## src/rtl/uart_pkg.sv

```systemverilog
// Shared UART definitions: receiver state encoding, counter width and frame levels.
// The frame constants are common to uart_tx and uart_rx.
package uart_pkg;

    localparam int CNT_W     = 16;
    localparam int IDX_W     = 3;
    localparam int DATA_BITS = 8;

    localparam logic START_LEVEL = 1'b0;
    localparam logic STOP_LEVEL  = 1'b1;

    typedef enum logic [2:0] {
        IDLE      = 3'd0,
        START     = 3'd1,
        DATA      = 3'd2,
        STOP      = 3'd3,
        CLEANUP   = 3'd4,
        WAIT_IDLE = 3'd5
    } rx_state_e;

endpackage

```

## src/rtl/sync_2ff.sv

```systemverilog
// Generic two-flop synchroniser for a single asynchronous input.
// RESET_VAL sets the level both stages take while reset is asserted.
module sync_2ff #(
    parameter logic RESET_VAL = 1'b0
) (
    input  logic clk_i,
    input  logic rst_ni,
    input  logic d_i,
    output logic q_o
);

    logic meta_q;
    logic sync_q;

    always_ff @(posedge clk_i) begin
        if (!rst_ni) begin
            meta_q <= RESET_VAL;
            sync_q <= RESET_VAL;
        end else begin
            meta_q <= d_i;
            sync_q <= meta_q;
        end
    end

    assign q_o = sync_q;

endmodule

```

## src/rtl/uart_rx.sv

```systemverilog
// UART receiver, 8N1, LSB first: mid-bit sampling, start-glitch rejection,
// framing-error and break reporting, one-cycle valid pulse per good byte.
module uart_rx
    import uart_pkg::*;
#(
    parameter int unsigned CLKS_PER_BIT = 1155
) (
    input  logic       osc_clk,
    input  logic       i_Rst_n,
    input  logic       i_Rx_Serial,
    output logic       o_Rx_DV,
    output logic [7:0] o_Rx_Byte,
    output logic       o_Rx_Active,
    output logic       o_Frame_Err,
    output logic       o_Break
);

    localparam logic [CNT_W-1:0] HALF     = CNT_W'(CLKS_PER_BIT / 2);
    localparam logic [CNT_W-1:0] LAST     = CNT_W'(CLKS_PER_BIT - 1);
    localparam logic [IDX_W-1:0] LAST_IDX = IDX_W'(DATA_BITS - 1);

    logic r_Rx;

    rx_state_e              state_q, state_d;
    logic [CNT_W-1:0]       cnt_q,   cnt_d;
    logic [IDX_W-1:0]       idx_q,   idx_d;
    logic [DATA_BITS-1:0]   shift_q, shift_d;
    logic [DATA_BITS-1:0]   byte_q,  byte_d;
    logic                   dv_q,    dv_d;
    logic                   ferr_q,  ferr_d;
    logic                   brk_q,   brk_d;

    sync_2ff #(
        .RESET_VAL (1'b1)
    ) u_sync (
        .clk_i  (osc_clk),
        .rst_ni (i_Rst_n),
        .d_i    (i_Rx_Serial),
        .q_o    (r_Rx)
    );

    always_ff @(posedge osc_clk) begin
        if (!i_Rst_n) begin
            state_q <= IDLE;
            cnt_q   <= '0;
            idx_q   <= '0;
            shift_q <= '0;
            byte_q  <= '0;
            dv_q    <= 1'b0;
            ferr_q  <= 1'b0;
            brk_q   <= 1'b0;
        end else begin
            state_q <= state_d;
            cnt_q   <= cnt_d;
            idx_q   <= idx_d;
            shift_q <= shift_d;
            byte_q  <= byte_d;
            dv_q    <= dv_d;
            ferr_q  <= ferr_d;
            brk_q   <= brk_d;
        end
    end

    always_comb begin
        state_d = state_q;
        cnt_d   = cnt_q;
        idx_d   = idx_q;
        shift_d = shift_q;
        byte_d  = byte_q;
        dv_d    = 1'b0;
        ferr_d  = 1'b0;
        brk_d   = 1'b0;

        case (state_q)
            IDLE: begin
                cnt_d = '0;
                idx_d = '0;
                if (r_Rx == START_LEVEL) begin
                    state_d = START;
                end
            end
            START: begin
                // A start bit that is no longer low at mid-bit was a glitch.
                if (cnt_q == HALF) begin
                    cnt_d   = '0;
                    state_d = (r_Rx == START_LEVEL) ? DATA : IDLE;
                end else begin
                    cnt_d = cnt_q + 1'b1;
                end
            end
            DATA: begin
                if (cnt_q == LAST) begin
                    cnt_d          = '0;
                    shift_d[idx_q] = r_Rx;
                    if (idx_q == LAST_IDX) begin
                        state_d = STOP;
                    end else begin
                        idx_d = idx_q + 1'b1;
                    end
                end else begin
                    cnt_d = cnt_q + 1'b1;
                end
            end
            STOP: begin
                if (cnt_q == LAST) begin
                    cnt_d = '0;
                    if (r_Rx == STOP_LEVEL) begin
                        byte_d  = shift_q;
                        dv_d    = 1'b1;
                        state_d = CLEANUP;
                    end else begin
                        ferr_d  = 1'b1;
                        brk_d   = (shift_q == '0);
                        state_d = WAIT_IDLE;
                    end
                end else begin
                    cnt_d = cnt_q + 1'b1;
                end
            end
            CLEANUP: begin
                state_d = IDLE;
            end
            WAIT_IDLE: begin
                // Hold off until the line returns high so a break cannot retrigger.
                if (r_Rx == STOP_LEVEL) begin
                    state_d = IDLE;
                end
            end
            default: begin
                state_d = IDLE;
            end
        endcase
    end

    assign o_Rx_DV     = dv_q;
    assign o_Rx_Byte   = byte_q;
    assign o_Frame_Err = ferr_q;
    assign o_Break     = brk_q;
    assign o_Rx_Active = (state_q == START) || (state_q == DATA) || (state_q == STOP);

endmodule

```

## config.mk

```make
export PLATFORM = sky130hd
export DESIGN_NAME = uart_rx
export DESIGN_NICKNAME = d
export VERILOG_FILES = /design/src/rtl/uart_pkg.sv /design/src/rtl/sync_2ff.sv /design/src/rtl/uart_rx.sv
export SDC_FILE = /design/constraint.sdc
export NUM_CORES = 1
export LEC_CHECK = 0
export BUFFER_PORTS_ARGS = -buffer_cell sky130_fd_sc_hd__buf_2
export CORE_MARGIN = 3
export CORE_UTILIZATION = 50
export DETAILED_ROUTE_END_ITERATION = 10
export GPL_TIMING_DRIVEN = 0
export HOLD_SLACK_MARGIN = 0.1
export PLACE_DENSITY = 0.68
export SLEW_MARGIN = 20
export SYNTH_ARGS = -nofsm -noshare
export SYNTH_HDL_FRONTEND = slang
export SYNTH_SLANG_ARGS = --single-unit
export TNS_END_PERCENT = 5
```

## constraint.sdc

```tcl
create_clock -name osc_clk -period 2.3 [get_ports osc_clk]
set_input_delay 0.115 -clock osc_clk [delete_from_list [all_inputs] [get_ports osc_clk]]
set_output_delay 0.115 -clock osc_clk [all_outputs]
set_load 0.01 [all_outputs]
```

==> out/qor.log, run 1 <==
[route] uppermost layer routed met4
[route] routed wl met3 307 um
[global_route] vias in the first global route 1,683
[placement] detailed placer's ending HPWL 3450 um
[worst_setup_path] biggest fanout along the worst timing path 10
[synth] net count after synthesis 248
[route] met2 wirelength from detailed routing 2200 um
[power_and_ir_drop] sequential share of power 49.7%
[worst_setup_path] required time worst endpoint 2.48 ns
[worst_setup_path] crit path from cnt_q[0]$_SDFFE_PN0P_
[synth] Seq/Total Area, Yosys 40.0%
[flow_run] maximum capacitance violations 0
[floorplanning] total core area 4090 sq um
[clock_tree] CTS tree yes
[timing] actual transition at the worst max-transition pin 0.816 ns
[timing] final max-slew violation count 0
[worst_setup_path] CP bufs+invs 2
[route] met1 layer wirelength in the final routing 2370 um
[timing] worst hold slack 0.231 ns
[global_route] remaining global-route overflow 0
[power_and_ir_drop] switching power 311 uW
[timing] setup TNS 0 ns
[min_path] Worst Hold Launch i_Rst_n
[finish] Nets 269
[synth] commonest register cell after synthesis sky130_fd_sc_hd__dfxtp_1
[route] initial DRC count 116
[run_status] result of the run finished clean
[clock_tree] maximum level of the CTS H-tree 2
[floorplanning] number of top-level pins 15
[timing] final worst path period share 91.2%
[power_and_ir_drop] leakage power 0.876 nW
[placement] buffers added on ports 13
[floorplanning] Die Span Y 71.6 um
[worst_setup_path] r2r startpoint cnt_q[0]$_SDFFE_PN0P_
[timing] Worst Slack Setup Final 0.203 ns
[worst_setup_path] Critical Path Source Type flop
[global_route] overall routing resource usage 21.1%
[route] number of design rule violations left after detail routing 0
[power_and_ir_drop] Worst VDD drop 0.000419 V
[placement] final weighted congestion in routability-driven placement 0.867
[timing] Max Clock Freq 477 MHz
[worst_setup_path] reg-to-reg setup timing slack 0.20 ns
[finish] signed area change from the synthesized netlist to the final layout 12.8%
[power_and_ir_drop] Power Dens Cells 621 nW/um^2
[timing] Clock Skew 0.00711 ns
[route] total number of vias 1,913
[power_and_ir_drop] fraction of power spent switching nets 20.6%
[timing] fin crit period 2.10 ns
[global_route] pin count of the biggest net entering global routing 14
[timing] final setup violation count 0
[power_and_ir_drop] share of power burned in the clock network 46.3%
[worst_setup_path] data arrival time at the worst-slack endpoint 2.28 ns
[clock_tree] latest clock arrival within the worst-skew pair 0.30 ns
[worst_setup_path] kind of capture point of the worst setup path flop
[min_path] path category of the worst min-delay check primary input to flop
[synth] count of unique library cells instantiated by Yosys 48
[route] Detailed Route WL 4960 um
[timing] number of hold violations in the final report 0
[route] detailed-routing iteration count for the pre-antenna-repair pass 4
[route] Detail Route Antenna Nets 0
[power_and_ir_drop] Gate power share 4.0%
[synth] cells after synthesis 240
[clock_tree] Clock Sink Count 43
[global_route] first-pass GRT wire length 8400 um
[synth] synthesized area per cell 8.97 sq um
[synth] Yosys warning count 0
[synth] fraction of registers with async set or reset after synthesis 0%
[placement] worst slack, placed 0.203 ns
[worst_setup_path] cell-by-cell listing of the critical path inv_1 > ha_1 > nor4bb_1 > nand4_1 > a22o_1 > clkbuf_2 > a41oi_1 > o31ai_1
[clock_tree] clock slew at the register clock pins of the worst setup and hold paths 0.08 ns
[global_route] initial antenna violation count 0
[worst_setup_path] biggest cell delay along the critical path 0.35 ns
[timing] worst-case headroom to the max-slew limit 45.1%
[finish] proportion of layout cells with a drive suffix above 1 13.4%
[worst_setup_path] startpoint-to-endpoint class of the critical path flop to flop
[synth] count of flip-flops with a built-in enable after synthesis 0
[finish] ANT cells 0
[clock_tree] Max clock buf depth 2
[timing] unrepaired setup endpoints after global routing no
[worst_setup_path] Slowest-stage cell, CP sky130_fd_sc_hd__dfxtp_1
[worst_setup_path] cell family with the largest share of critical-path delay compound AO/OA/AOI/OAI gates
[synth] Synth Cell Area 2150 sq um
[floorplanning] die width 71.6 um
[synth] flop and latch count out of synthesis 43
[floorplanning] die footprint 5130 sq um
[finish] final standard cell utilization of the core 59.4%
[floorplanning] initial cell density of the core 52.7%
[power_and_ir_drop] Internal Pwr Total 1.20 mW
[route] DR vias/cell 6.13
[route] detailed-route wire length per cell 15.9 um
[clock_tree] Num CTS Buffers 5
[floorplanning] placement row count 23
[clock_tree] clock root buffer sky130_fd_sc_hd__clkbuf_8
[placed cells by master (no fill, tap or decap), types with 2 or more instances in the layout]
cell type                   instances
sky130_fd_sc_hd__buf_1              3
sky130_fd_sc_hd__dfxtp_1           43
sky130_fd_sc_hd__nor4bb_1           2
sky130_fd_sc_hd__a41oi_1            3
sky130_fd_sc_hd__ha_1               5
sky130_fd_sc_hd__a22o_1             3
sky130_fd_sc_hd__a21oi_1            7
sky130_fd_sc_hd__buf_2             16
sky130_fd_sc_hd__nor2_1            18
sky130_fd_sc_hd__and4_1             2
sky130_fd_sc_hd__nand2b_1           6
sky130_fd_sc_hd__nor4_2             3
sky130_fd_sc_hd__o31ai_1            7
sky130_fd_sc_hd__nor3_1             3
sky130_fd_sc_hd__inv_1              6
sky130_fd_sc_hd__nand2_1           25
sky130_fd_sc_hd__or4_1              2
sky130_fd_sc_hd__a31oi_1            7
sky130_fd_sc_hd__clkbuf_1          10
sky130_fd_sc_hd__nor4_1             4
sky130_fd_sc_hd__o21ai_0            5
sky130_fd_sc_hd__mux2i_1           15
sky130_fd_sc_hd__clkbuf_8           5
sky130_fd_sc_hd__nand4b_1           3
sky130_fd_sc_hd__nor3b_1            2
sky130_fd_sc_hd__and3_1             8
sky130_fd_sc_hd__o2bb2ai_1          4
sky130_fd_sc_hd__nand4_1            9
sky130_fd_sc_hd__or3_1              2
sky130_fd_sc_hd__nand3_1           11
sky130_fd_sc_hd__bufinv_16          2
[repair_timing]
item	CTS	global route
endpoints found under the setup margin	0	2
hold buffers	1	0
hold endpoints to repair	1	0
resized for setup	0	3
setup buffers	0	0
[power by group through the flow]
| stage | clock network, mW | logic, mW | registers [mW] |
|---|---|---|---|
| after floorplan | 0 | 0.0399 | 0.767 |
| after global placement | 0 | 0.0577 | 0.768 |
| after detailed placement | 0 | 0.0580 | 0.768 |
| after CTS | 0.715 | 0.0593 | 0.750 |
| after global routing | 0.738 | 0.0671 | 0.751 |
| final | 0.699 | 0.0603 | 0.750 |
[worst reg2reg max path: cells and delay by family (launching register included)]
family | cells | cell delay (ns)
compound gates | 3 | 0.64
flops | 1 | 0.35
buf+inv | 2 | 0.32
fa+ha+maj | 1 | 0.19
simple gates | 2 | 0.48
[per-stage QoR]
step	power (mW)	cells	area, sq um
after CTS	1.52	312	2420
after global placement	0.826	303	2280
after floorplan	0.807	240	2150
after global routing	1.56	312	2430
after detailed placement	0.826	303	2280
final	1.51	312	2430
[state kept, by name, summed over array words and instances, names as in the netlist]
| name | cells |
|---|---|
| idx_q | 3 |
| o_Rx_DV | 1 |
| cnt_q | 16 |
| o_Rx_Byte | 8 |
| o_Break | 1 |
| shift_q | 8 |
| u_sync.meta_q | 1 |
| state_q | 3 |
| o_Frame_Err | 1 |
| u_sync.q_o | 1 |
[synth_stat cells (2+ instances only)]
cell	n	share of area (%)
sky130_fd_sc_hd__a21oi_1	7	1.6
sky130_fd_sc_hd__a22o_1	3	1.2
sky130_fd_sc_hd__a31oi_1	7	2.0
sky130_fd_sc_hd__a41oi_1	3	1.2
sky130_fd_sc_hd__and3_1	8	2.3
sky130_fd_sc_hd__and4_1	2	0.81
sky130_fd_sc_hd__buf_1	3	0.52
sky130_fd_sc_hd__buf_2	3	0.70
sky130_fd_sc_hd__clkbuf_1	10	1.7
sky130_fd_sc_hd__dfxtp_1	43	40
sky130_fd_sc_hd__ha_1	5	2.9
sky130_fd_sc_hd__inv_1	6	1.0
sky130_fd_sc_hd__mux2i_1	15	7.0
sky130_fd_sc_hd__nand2_1	25	4.4
sky130_fd_sc_hd__nand2b_1	6	1.7
sky130_fd_sc_hd__nand3_1	11	2.6
sky130_fd_sc_hd__nand4_1	9	2.6
sky130_fd_sc_hd__nand4b_1	3	1.2
sky130_fd_sc_hd__nor2_1	18	3.1
sky130_fd_sc_hd__nor3_1	3	0.70
sky130_fd_sc_hd__nor3b_1	2	0.70
sky130_fd_sc_hd__nor4_1	4	1.2
sky130_fd_sc_hd__nor4_2	3	1.7
sky130_fd_sc_hd__nor4bb_1	2	0.93
sky130_fd_sc_hd__o21ai_0	5	1.2
sky130_fd_sc_hd__o2bb2ai_1	4	1.6
sky130_fd_sc_hd__o31ai_1	7	2.4
sky130_fd_sc_hd__or3_1	2	0.58
sky130_fd_sc_hd__or4_1	2	0.70
[path summary, 6_finish.rpt]
check,endpoint,depth (start not counted)
setup / recovery,cnt_q[6]$_SDFFE_PN0P_,8
hold / removal,state_q[2]$_SDFFE_PN0P_,3
setup reg to reg,cnt_q[6]$_SDFFE_PN0P_,8
hold reg to reg,u_sync.q_o$_SDFF_PN1_,1
[cell type report]
class	count	area [sq um]
buffer	16	65.1
clock buffer	6	72.6
clock inverter	2	60.1
fill	380	1660
inverter	6	22.5
multi-input combinational	175	1210
sequential	43	861
tap	50	62.6
timing repair buffer	14	75.1
[metal layers]
| metal | vias to the layer above | track usage [%] |
|---|---|---|
| met5 | - | 0 |
| met4 | 0 | 8.35 |
| met3 | 8 | 5.05 |
| met2 | 51 | 30.1 |
| met1 | 908 | 30.5 |
| li1 | 946 | - |
[cell families after synthesis]
group,count (synthesis),synth area share [%]
mux,16,7.50
buf+inv,22,4.01
flops,43,40.0
compound gates,45,14.9
fa+ha+maj,5,2.91
simple gates,109,30.7
Note: power is estimated with default switching activity, not from simulation.
==> inputs of run 2 (changes only) <==
RECOVER_POWER = 100   (was not set)
==> out/qor.log, run 2 (synthesis results as in run 1) <==
[run_status] result of the run finished clean
[worst_setup_path] required time worst endpoint 2.49 ns [about the same]
[timing] Clock Skew 0.00711 ns [-0.000000610 ns]
[finish] final standard cell utilization of the core 58.7% [-0.73 points]
[worst_setup_path] worst flop-to-flop path endpoint cnt_q[12]$_SDFFE_PN0P_
[placement] buffers added on ports 13 [unchanged]
[finish] flip-flop count of the largest register, all copies and words added 16 [unchanged]
[global_route] initial antenna violation count 0 [unchanged]
[route] total number of vias 1,911 [-0.10%]
[flow_run] maximum capacitance violations 0 [unchanged]
[floorplanning] total core area 4090 sq um [unchanged]
[worst_setup_path] end point of the critical path cnt_q[12]$_SDFFE_PN0P_
[timing] unrepaired setup endpoints after global routing no
[global_route] remaining global-route overflow 0 [unchanged]
[finish] highest-count cells in the layout ignoring fill and taps 43 x sky130_fd_sc_hd__dfxtp_1, 25 x sky130_fd_sc_hd__nand2_1, 22 x sky130_fd_sc_hd__clkbuf_1
[power_and_ir_drop] sequential share of power 49.4% [-0.3 points]
[power_and_ir_drop] Gate power share 3.9% [about the same]
[worst_setup_path] cell depth of the worst flop-to-flop path 6 [-2]
[route] Detailed Route WL 5000 um [+0.73%]
[clock_tree] CTS tree yes
[global_route] vias in the first global route 1,683 [unchanged]
[floorplanning] die footprint 5130 sq um [unchanged]
[clock_tree] latest clock arrival within the worst-skew pair 0.30 ns [about the same]
[floorplanning] Die Span Y 71.6 um [unchanged]
[worst_setup_path] biggest fanout along the worst timing path 5 [-5]
[placement] final weighted congestion in routability-driven placement 0.867 [unchanged]
[worst_setup_path] data arrival time at the worst-slack endpoint 2.29 ns [about the same]
[worst_setup_path] biggest cell delay along the critical path 0.70 ns [+0.35 ns]
[finish] ANT cells 0 [unchanged]
[worst_setup_path] reg-to-reg setup timing slack 0.20 ns [about the same]
[timing] actual transition at the worst max-transition pin 0.828 ns [+0.0117 ns]
[power_and_ir_drop] switching power 320 uW [+2.9%]
[clock_tree] Clock Sink Count 43 [unchanged]
[power_and_ir_drop] Power Total 1.52 mW [+0.59%]
[floorplanning] die width 71.6 um [unchanged]
[route] Detail Route Antenna Nets 0 [unchanged]
[timing] number of hold violations in the final report 0 [unchanged]
[worst_setup_path] crit path from cnt_q[1]$_SDFFE_PN0P_
[power_and_ir_drop] fraction of power spent switching nets 21.1% [+0.48 points]
[timing] final worst path period share 91.5% [+0.26 points]
[route] number of design rule violations left after detail routing 0 [unchanged]
[worst_setup_path] cell family with the largest share of critical-path delay simple AND/OR/NAND/NOR gates
[power_and_ir_drop] Internal Pwr Total 1.20 mW [about the same]
[worst_setup_path] Critical Path Source Type flop
[route] detailed-route wire length per cell 16.0 um [+0.73%]
[timing] Max Clock Freq 475 MHz [-0.28%]
[timing] fin crit period 2.10 ns [+0.00593 ns]
[finish] proportion of layout cells with a drive suffix above 1 8.40% [-5.0 points]
[worst_setup_path] CP bufs+invs 0 [-2]
[worst_setup_path] startpoint-to-endpoint class of the critical path flop to flop
[worst_setup_path] kind of capture point of the worst setup path flop
[clock_tree] clock slew at the register clock pins of the worst setup and hold paths 0.09 ns [about the same]
[route] initial DRC count 96 [-17%]
[clock_tree] Max clock buf depth 2 [unchanged]
[timing] final max-slew violation count 0 [unchanged]
[floorplanning] number of top-level pins 15 [unchanged]
[clock_tree] Num CTS Buffers 5 [unchanged]
[timing] worst-case headroom to the max-slew limit 44.3% [-0.79 points]
[finish] most frequent standard cell in the layout excluding fill and tap cells sky130_fd_sc_hd__dfxtp_1
[clock_tree] maximum level of the CTS H-tree 2 [unchanged]
[route] DR vias/cell 6.13 [-0.10%]
[floorplanning] initial cell density of the core 52.7% [unchanged]
[timing] setup TNS 0 ns [unchanged]
[power_and_ir_drop] Power Dens Cells 633 nW/um^2 [+1.8%]
[placement] worst slack, placed 0.203 ns [unchanged]
[finish] signed area change from the synthesized netlist to the final layout 11.5%
[worst_setup_path] total stage count of the critical path 6 [-2]
[timing] Worst Slack Setup Final 0.197 ns [-0.00593 ns]
[global_route] pin count of the biggest net entering global routing 14 [unchanged]
[finish] Largest Register cnt_q
[min_path] number of cells traversed by the worst hold path 3 [unchanged]
[power_and_ir_drop] leakage power 0.824 nW [-5.9%]
[worst_setup_path] Slowest-stage cell, CP sky130_fd_sc_hd__nor4_1
[finish] Nets 269 [unchanged]
[power_and_ir_drop] share of power burned in the clock network 46.6% [+0.3 points]
[clock_tree] clock root buffer sky130_fd_sc_hd__clkbuf_8
[placement] detailed placer's ending HPWL 3450 um [unchanged]
[global_route] overall routing resource usage 21.1% [unchanged]
[global_route] first-pass GRT wire length 8400 um [unchanged]
[min_path] path category of the worst min-delay check primary input to flop
[floorplanning] placement row count 23 [unchanged]
[worst_setup_path] r2r startpoint cnt_q[1]$_SDFFE_PN0P_
[worst_setup_path] cell-by-cell listing of the critical path ha_1 > nand2_1 > nor4_1 > nand3_1 > a41oi_1 > o31ai_1
[timing] final setup violation count 0 [unchanged]
[route] detailed-routing iteration count for the pre-antenna-repair pass 4 [unchanged]
[power_and_ir_drop] Worst VDD drop 0.000419 V [+0.10%]
==> run 2: timing repair <==
item,4_1_cts,5_1_grt
hold buffers,1,0
setup buffers,0,0
resized for setup,0,3
endpoints found under the setup margin,0,2
hold endpoints to repair,1,0
==> run 2: worst reg2reg max path: stages, from the launching register on <==
cell	delay (ns)
sky130_fd_sc_hd__dfxtp_1	0.40
sky130_fd_sc_hd__ha_1	0.26
sky130_fd_sc_hd__nand2_1	0.10
sky130_fd_sc_hd__nor4_1	0.70
sky130_fd_sc_hd__nand3_1	0.20
sky130_fd_sc_hd__a41oi_1	0.24
sky130_fd_sc_hd__o31ai_1	0.09
==> run 2: through the flow <==
step	area [sq um]	hold WS, ns	instances
after CTS	2420	0.233	312
after detailed placement	2280	0.304	303
after global routing	2400	0.277	312
after global placement	2280	0.298	303
final	2400	0.240	312
after floorplan	2150	0.216	240
==> run 2: power groups by stage <==
stage | logic [mW] | clock network, mW | registers (mW)
after global routing | 0.0663 | 0.738 | 0.751
after CTS | 0.0593 | 0.715 | 0.750
after detailed placement | 0.0580 | 0 | 0.768
after floorplan | 0.0399 | 0 | 0.767
after global placement | 0.0577 | 0 | 0.768
final | 0.0599 | 0.708 | 0.750
==> run 2: final cells by class <==
| class | instances | area (sq um) |
|---|---|---|
| Tap cell | 50 | 62.6 |
| Fill cell | 391 | 1690 |
| Sequential cell | 43 | 861 |
| Inverter | 6 | 22.5 |
| Clock inverter | 2 | 60.1 |
| Clock buffer | 6 | 72.6 |
| Timing Repair Buffer | 14 | 60.1 |
| Buffer | 16 | 65.1 |
| Multi-Input combinational cell | 175 | 1190 |
==> run 2: how the worst min path moves through the flow <==
stage / startpoint / end / slack (ns)
floorplan: i_Rx_Serial / u_sync.meta_q$_SDFF_PN1_ / 0.22
global placement: i_Rx_Serial / u_sync.meta_q$_SDFF_PN1_ / 0.30
detailed placement: i_Rx_Serial / u_sync.meta_q$_SDFF_PN1_ / 0.30
CTS: i_Rst_n / state_q[2]$_SDFFE_PN0P_ / 0.23
global route: i_Rst_n / state_q[2]$_SDFFE_PN0P_ / 0.28
finish: i_Rst_n / state_q[2]$_SDFFE_PN0P_ / 0.24
==> run 2: routing by layer <==
layer  vias up  GRT usage, %  share of wire, %
li1        942             -                 -
met1       923          30.5                50
met2        36          30.1                43
met3        10          5.05               4.4
met4         0          8.35               1.7
met5         -             0                 0
==> inputs of run 3 (changes only) <==
==> constraint.sdc (replaced) <==
create_clock -name osc_clk -period 2.3 [get_ports osc_clk]
set_input_delay 0.23 -clock osc_clk [delete_from_list [all_inputs] [get_ports osc_clk]]
set_output_delay 0.23 -clock osc_clk [all_outputs]
set_load 0.01 [all_outputs]
==> out/qor.log, run 3 (synthesis results as in run 1) <==
[route] Detailed Route WL 5030 um [+0.64%]
[min_path] path category of the worst min-delay check primary input to flop
[worst_setup_path] cell-by-cell listing of the critical path nor4_2 > nand4_1 > or4_4 > nor4b_2 > mux2i_1
[power_and_ir_drop] fraction of power spent switching nets 21.2% [+0.12 points]
[flow_run] maximum capacitance violations 0 [unchanged]
[timing] Max Clock Freq 474 MHz [-0.25%]
[power_and_ir_drop] Internal Pwr Total 1.20 mW [about the same]
[worst_setup_path] cell family with the largest share of critical-path delay simple AND/OR/NAND/NOR gates
[timing] final worst path period share 91.7% [+0.23 points]
[finish] Nets 268 [-0.37%]
[finish] Fillers 392 [+0.26%]
[worst_setup_path] required time worst endpoint 2.53 ns [+0.04 ns]
[clock_tree] Max clock buf depth 2 [unchanged]
[power_and_ir_drop] share of power burned in the clock network 46.7% [about the same]
[finish] highest-count cells in the layout ignoring fill and taps 43 x sky130_fd_sc_hd__dfxtp_1, 25 x sky130_fd_sc_hd__nand2_1, 22 x sky130_fd_sc_hd__clkbuf_1
[power_and_ir_drop] leakage power 0.819 nW [-0.51%]
[floorplanning] die footprint 5130 sq um [unchanged]
[timing] number of hold violations in the final report 0 [unchanged]
[timing] worst-case headroom to the max-slew limit 44.4% [+0.17 points]
[power_and_ir_drop] sequential share of power 49.4% [about the same]
[finish] proportion of layout cells with a drive suffix above 1 8.43% [+0.032 points]
[global_route] vias in the first global route 1,683 [unchanged]
[worst_setup_path] startpoint-to-endpoint class of the critical path flop to flop
[placement] detailed placer's ending HPWL 3450 um [unchanged]
[finish] signed area change from the synthesized netlist to the final layout 11.0%
[finish] most frequent standard cell in the layout excluding fill and tap cells sky130_fd_sc_hd__dfxtp_1
[clock_tree] Setup Fix Bufs, Post-CTS 0 [unchanged]
[worst_setup_path] Slowest-stage cell, CP sky130_fd_sc_hd__or4_4
[clock_tree] Num CTS Buffers 5 [unchanged]
[power_and_ir_drop] Power Total 1.52 mW [about the same]
[power_and_ir_drop] Gate power share 3.9% [about the same]
[finish] area of all placed cells without fillers 2390 sq um [-0.42%]
[clock_tree] CTS Hold Buffers Added 0 [-1]
[min_path] number of cells traversed by the worst hold path 2 [-1]
[route] detailed-route wire length per cell 16.2 um [+0.96%]
[worst_setup_path] biggest cell delay along the critical path 0.50 ns [-0.20 ns]
[clock_tree] Gates resized, CTS repair 0 [unchanged]
[route] number of design rule violations left after detail routing 0 [unchanged]
[route] initial DRC count 106 [+10%]
[timing] setup TNS 0 ns [unchanged]
[timing] final setup violation count 0 [unchanged]
[min_path] WHS Endpoint u_sync.meta_q$_SDFF_PN1_
[timing] unrepaired setup endpoints after global routing no
[floorplanning] Die Span Y 71.6 um [unchanged]
[power_and_ir_drop] Worst VDD drop 0.000424 V [+1.2%]
[finish] flip-flop count of the largest register, all copies and words added 16 [unchanged]
[timing] actual transition at the worst max-transition pin 0.826 ns [-0.00248 ns]
[floorplanning] placement row count 23 [unchanged]
[placement] final weighted congestion in routability-driven placement 0.867 [unchanged]
[worst_setup_path] r2r startpoint cnt_q[15]$_SDFFE_PN0P_
[clock_tree] latest clock arrival within the worst-skew pair 0.30 ns [about the same]
[worst_setup_path] kind of capture point of the worst setup path flop
[placement] worst slack, placed 0.203 ns [unchanged]
[global_route] initial antenna violation count 0 [unchanged]
[clock_tree] CTS tree yes
[clock_tree] maximum level of the CTS H-tree 2 [unchanged]
[clock_tree] Clock Sink Count 43 [unchanged]
[min_path] Worst Hold Launch i_Rx_Serial
[worst_setup_path] worst flop-to-flop path endpoint shift_q[2]$_SDFFE_PN0P_
[floorplanning] total core area 4090 sq um [unchanged]
[worst_setup_path] biggest fanout along the worst timing path 5 [unchanged]
[worst_setup_path] reg-to-reg setup timing slack 0.19 ns [about the same]
[timing] fin crit period 2.11 ns [+0.00530 ns]
[finish] Largest Register cnt_q
[placement] buffers added on ports 13 [unchanged]
[global_route] remaining global-route overflow 0 [unchanged]
[timing] Worst Slack Setup Final 0.191 ns [-0.00530 ns]
[power_and_ir_drop] switching power 322 uW [+0.63%]
[power_and_ir_drop] Power Dens Cells 636 nW/um^2 [+0.48%]
[route] detailed-routing iteration count for the pre-antenna-repair pass 4 [unchanged]
[route] DR vias/cell 6.14 [+0.16%]
[worst_setup_path] Critical Path Source Type flop
[worst_setup_path] CP bufs+invs 0 [unchanged]
[clock_tree] clock root buffer sky130_fd_sc_hd__clkbuf_8
[floorplanning] initial cell density of the core 52.7% [unchanged]
[timing] worst hold slack 0.107 ns [-0.133 ns]
[global_route] pin count of the biggest net entering global routing 14 [unchanged]
[worst_setup_path] data arrival time at the worst-slack endpoint 2.34 ns [+0.05 ns]
[finish] ANT cells 0 [unchanged]
[timing] final max-slew violation count 0 [unchanged]
[worst_setup_path] cell depth of the worst flop-to-flop path 5 [-1]
[clock_tree] clock slew at the register clock pins of the worst setup and hold paths 0.09 ns [about the same]
[route] total number of vias 1,908 [-0.16%]
[floorplanning] number of top-level pins 15 [unchanged]
[route] Detail Route Antenna Nets 0 [unchanged]
[placement] total placed instance area 2280 sq um [unchanged]
[run_status] result of the run finished clean
[timing] Clock Skew 0.00509 ns [-0.00202 ns]
[global_route] overall routing resource usage 21.1% [unchanged]
[floorplanning] die width 71.6 um [unchanged]
[global_route] first-pass GRT wire length 8400 um [unchanged]
-- run 3: layout make-up --
type / count / area (sq um) / share of cell area, %
Buffer: 16 / 65.1 / 2.72
Clock buffer: 6 / 72.6 / 3.04
Clock inverter: 2 / 60.1 / 2.51
Inverter: 6 / 22.5 / 0.943
Multi-Input combinational cell: 175 / 1190 / 50.0
Sequential cell: 43 / 861 / 36.0
Tap cell: 50 / 62.6 / 2.62
Timing Repair Buffer: 13 / 50.0 / 2.10
-- run 3: power by group through the flow --
stage	clock, mW	combinational [mW]	sequential [mW]
3_5_place_dp	0	0.0580	0.768
6_report	0.710	0.0586	0.750
3_3_place_gp	0	0.0577	0.768
4_1_cts	0.715	0.0581	0.750
2_1_floorplan	0	0.0399	0.767
5_1_grt	0.738	0.0650	0.751
-- run 3: worst max-delay path by stage --
stage	startpoint	end	cells after the start
after global placement	cnt_q[1]$_SDFFE_PN0P_	cnt_q[12]$_SDFFE_PN0P_	6
after global routing	cnt_q[0]$_SDFFE_PN0P_	cnt_q[14]$_SDFFE_PN0P_	8
final	cnt_q[15]$_SDFFE_PN0P_	shift_q[2]$_SDFFE_PN0P_	5
after detailed placement	cnt_q[0]$_SDFFE_PN0P_	cnt_q[6]$_SDFFE_PN0P_	8
after CTS	cnt_q[0]$_SDFFE_PN0P_	state_q[1]$_SDFFE_PN0P_	8
after floorplan	cnt_q[0]$_SDFFE_PN0P_	shift_q[2]$_SDFFE_PN0P_	7
-- run 3: metal layers --
metal	global-route usage, %	routed length, um	vias up
li1	-	-	940
met1	30.5	2460	918
met2	30.1	2210	40
met3	5.05	275	10
met4	8.35	85	0
met5	0	0	-
-- run 3: metrics by stage --
stage / cells / util (%)
final: 311 / 58.5
after global routing: 311 / 58.5
after CTS: 311 / 59.0
after detailed placement: 303 / 55.8
after global placement: 303 / 55.8
after floorplan: 240 / -
